### config.mk
export PLATFORM = sky130hd
export DESIGN_NAME = word_descrambler
export DESIGN_NICKNAME = d
export VERILOG_FILES = /design/src/rtl/word_descrambler.sv
export SDC_FILE = /design/constraint.sdc
export NUM_CORES = 1
export LEC_CHECK = 0
export ABC_AREA = 0
export BUFFER_PORTS_ARGS = -buffer_cell sky130_fd_sc_hd__buf_4
export CORE_ASPECT_RATIO = 1.1
export CORE_MARGIN = 2
export CORE_UTILIZATION = 25
export DETAILED_ROUTE_END_ITERATION = 7
export HOLD_SLACK_MARGIN = 0.05
export PLACE_DENSITY = 0.44
export SYNTH_ARGS = -nofsm -noshare
export SYNTH_HDL_FRONTEND = slang
export SYNTH_SLANG_ARGS = --single-unit
### constraint.sdc
create_clock -name clk -period 2.15 [get_ports clk]
set_clock_uncertainty 0.2 [all_clocks]
set_input_delay 0.645 -clock clk [delete_from_list [all_inputs] [get_ports clk]]
set_output_delay 0.645 -clock clk [all_outputs]
set_load 0.02 [all_outputs]
### src/rtl/word_descrambler.sv
// rtl/word_descrambler.sv - two-stage streaming descrambler: per-word invert mask, then keyed bit-pair swap.
module word_descrambler #(
  parameter int WIDTH = 16
) (
  input  logic               clk,
  input  logic               nReset,
  input  logic               keyLoad,
  input  logic [WIDTH/2-1:0] swapKeyIn,
  input  logic [WIDTH-1:0]   invertKeyIn,
  input  logic               bypass,
  input  logic               inValid,
  output logic               inReady,
  input  logic [WIDTH-1:0]   inData,
  output logic               outValid,
  input  logic               outReady,
  output logic [WIDTH-1:0]   outData,
  output logic [WIDTH-1:0]   wordCount
);

  localparam int HALF = WIDTH / 2;

  logic [HALF-1:0]  swapKey;
  logic [WIDTH-1:0] invertKey;
  logic [WIDTH-1:0] counter;

  logic             aValid;
  logic [WIDTH-1:0] aData;
  logic [HALF-1:0]  aSwap;
  logic             bValid;
  logic [WIDTH-1:0] bData;

  logic             aReady;
  logic             bReady;
  logic             accept;
  logic [WIDTH-1:0] swapped;

  assign bReady  = !bValid || outReady;
  assign aReady  = !aValid || bReady;
  assign inReady = aReady;
  assign accept  = inValid && aReady;

  always_comb begin
    swapped = aData;
    for (int i = 0; i < HALF; i++) begin
      if (aSwap[i]) begin
        swapped[2*i]   = aData[2*i+1];
        swapped[2*i+1] = aData[2*i];
      end
    end
  end

  // Load takes priority; the word accepted on the same edge already used the old keys.
  always_ff @(posedge clk or negedge nReset) begin
    if (!nReset) begin
      swapKey   <= '0;
      invertKey <= '0;
      counter   <= '0;
    end else if (keyLoad) begin
      swapKey   <= swapKeyIn;
      invertKey <= invertKeyIn;
      counter   <= '0;
    end else if (accept) begin
      swapKey <= (swapKey << 1) | (swapKey >> (HALF - 1));
      counter <= counter + WIDTH'(1);
    end
  end

  always_ff @(posedge clk or negedge nReset) begin
    if (!nReset) begin
      aValid <= 1'b0;
      aData  <= '0;
      aSwap  <= '0;
    end else if (aReady) begin
      aValid <= accept;
      if (accept) begin
        aData <= bypass ? inData : (inData ^ invertKey ^ counter);
        aSwap <= bypass ? '0 : swapKey;
      end
    end
  end

  always_ff @(posedge clk or negedge nReset) begin
    if (!nReset) begin
      bValid <= 1'b0;
      bData  <= '0;
    end else if (bReady) begin
      bValid <= aValid;
      if (aValid) begin
        bData <= swapped;
      end
    end
  end

  assign outValid  = bValid;
  assign outData   = bData;
  assign wordCount = counter;

endmodule

==> impl_metrics.ini <==
[synthesis]
syn_inst = 360
synth-seq-area-share_pct = 54.2
yosys-top-cells-area = dfrtp_1, xnor2_1, o21ai_0, mux2i_1, nand2_1
synth_edf_count = 0
synth_warnings = 0
synth_area_um2 = 3780
synthDistinctLibCells = 25
synthFlopType = dfrtp_1
async_flop_share_pct = 100
syn_avg_cell_area_um2 = 10.5
syn_nets = 407
synth_largest_area_cell = dfrtp_1
synth_top_area_share_pct = 54.2
ys_ff_latch = 82

[critical_path]
worst_ep_arrival_time_ps = 1230
path_common_cell = buf_4
rr_startpoint = wordCount[0]$_DFFE_PN0P_
worst_r2r_endpoint = wordCount[14]$_DFFE_PN0P_
cp_max_fo = 12
worstSetupEndpointType = output port
rr_worst_depth = 5
worstPathBufferInverterCount = 2
path_cells = buf_4, nand3b_4, buf_4
crit_path_max_incr_delay_ps = 250
crit_required_ps = 1300
critPathLaunch = outReady
path_delay_family = buffers and inverters
start_kind = input port
path_class = in -> out
rrSetupSlack_ps = 400
crit_path_top_delay_cell = nand3b_4

[floorplan]
dieHeight_um = 133
start_util_pct = 25.3
rows = 47
die_x_um = 121
core_area_um2 = 14900
die_area_um2 = 16100
io_pins = 80

[layout]
fin_nets = 494
syn2layout_area_growth_pct = 33.3
insertedDiodeCount = 0
fillCellCount = 1552
drive_above_1_share_pct = 28.4
multiInputGateArea_um2 = 1670
regArea_um2 = 2050

[route]
vias = 2705
routed_wl_um = 8870
post_drt_via_cell_ratio = 4.18
post-route-drc-count = 0
ant_nets = 0
drt-wirelength-per-cell_um = 13.7
drt_iter0_drc = 89
dr.pass1.iters = 4

[sta]
setup_tns_ps = 0
rsz0062_at_grt = false
hold_viol_final = 0
max_freq_mhz = 481
tightestPinTransition_ps = 416
finalSetupViolCount = 0
relSlewSlack_pct = 72.3
finalCritPeriodShare_pct = 96.6
maxSlewViolCount = 0
finalCriticalPeriod_ps = 2080

[min_path]
worstHoldPathType = reg -> reg
whs_endpoint = outData[15]$_DFFE_PN0P_
worstHoldStart = outData[15]$_DFFE_PN0P_
hold_depth = 2

[clock_network]
htree_num_levels = 3
tritoncts = yes
clk_latency_ps = 330
cts_root_buf = clkbuf_16
hold_buffers = 1
cts_sinks = 82
cts_buffers = 9
ctsResizeCount = 0
post_cts_buffers = 0
clkTransAtPathRegs_ps = 60
clock_path_buffers = 2

[global_routing]
use_met1_pct = 16.1
met3_usage_pct = 3.53
grt_usage_pct = 11.8
grt-busiest-layer = met2
grt_max_degree = 39
met2_usage_pct = 18.0
grt_pass1_vias = 2807
grt_pass1_wl_um = 14800
grt_overflow = 0
antenna_found_initial = 0

[power]
ir_drop_uv = 311
powerDensity_nw_per_um2 = 878
power.total_uw = 4430
p_leak_uw = 0.00223

[placed_design]
dp_hpwl_um = 6580
port-buffer-count = 79
routabilityCongestion = 0.733

[job]
drv_cap = 0

[status]
status = complete, no violations
how the worst max path moves through the flow:
stage | end | slack [ps] | cells past startpoint
floorplan | wordCount[13]$_DFFE_PN0P_ | 180 | 5
global placement | inReady | 90 | 3
detailed placement | inReady | 70 | 3
CTS | inReady | 70 | 3
global route | inReady | 40 | 3
finish | inReady | 70 | 3
power by group:
group	switching (uW)	total [uW]	internal, uW
clock network	598	1760	1160
logic	397	777	380
registers	145	1890	1750
tightest hold or removal path: cells and delay by family (launching register included):
family | cells | cell delay [ps]
flops | 1 | 340
simple gates | 1 | 50
compound gates | 1 | 60
cell usage in the layout, fill, tap and decap left out:
master / instances
buf_4: 89
dfrtp_1: 82
nand2_1: 56
o21ai_0: 54
xnor2_1: 32
nor2_1: 24
mux2i_1: 24
mux2_2: 16
nand2b_1: 11
clkbuf_16: 9
xor2_1: 8
a21oi_1: 8
nand4_1: 7
or3_1: 6
and3_1: 3
bufinv_16: 3
buf_12: 3
nand3_1: 2
nand3b_4: 1
and3_4: 1
and2_2: 1
and2_1: 1
nand2_2: 1
and4_1: 1
nand3_4: 1
o31ai_1: 1
or4_1: 1
ha_1: 1
clkbuf_8: 1
clkinvlp_4: 1
clkinv_2: 1
dlygate4sd3_1: 1
final cells by class:
type / count / area share [%]
Multi-Input combinational cell: 261 / 33.0
Timing Repair Buffer: 93 / 14.6
Tap cell: 196 / 4.86
Clock buffer: 10 / 4.74
Sequential cell: 82 / 40.7
Clock inverter: 5 / 2.03
cells by family after synthesis:
| logic type | count (synthesis) | share of synthesized area [%] |
|---|---|---|
| AND/OR/NAND/NOR | 117 | 14.8 |
| flip-flops | 82 | 54.2 |
| AO/OA/AOI/OAI | 63 | 8.40 |
| XOR/XNOR | 40 | 9.26 |
| multiplexers | 40 | 11.1 |
| buffers and inverters | 17 | 1.82 |
| adder cells (fa/ha/maj) | 1 | 0.331 |
Yosys cell counts, types with 2 or more instances:
library cell   n
xor2_1         8
nor2_1        24
mux2i_1       24
a21oi_1        8
clkbuf_1      13
or3_1          6
o21ai_0       54
nand3_1        2
nand2_1       57
buf_2          4
and3_1         3
xnor2_1       32
dfrtp_1       82
nand2b_1      11
nand4_1        7
mux2_2        16
registers in the layout, indices dropped and copies added, names as in the netlist:
name,cells
aValid,1
aSwap,8
wordCount,16
swapKey,8
invertKey,16
outData,16
outValid,1
aData,16
per-layer routing:
layer | share of wire [%] | wire length, um
met2 | 47 | 4150
met3 | 4.8 | 428
met4 | 0.86 | 76
met5 | 0 | 0
met1 | 48 | 4220
through the flow:
stage,setup WS (ps),area [um2],util (%),cells,hold slack [ps]
floorplan,178,3780,-,360,149
global placement,90.9,4690,31.4,631,267
detailed placement,74.7,4690,31.4,631,274
CTS,72.1,5040,33.8,647,288
global route,37.0,5040,33.8,647,307
finish,72.3,5040,33.8,647,279
Note: power is estimated with default switching activity, not from simulation.
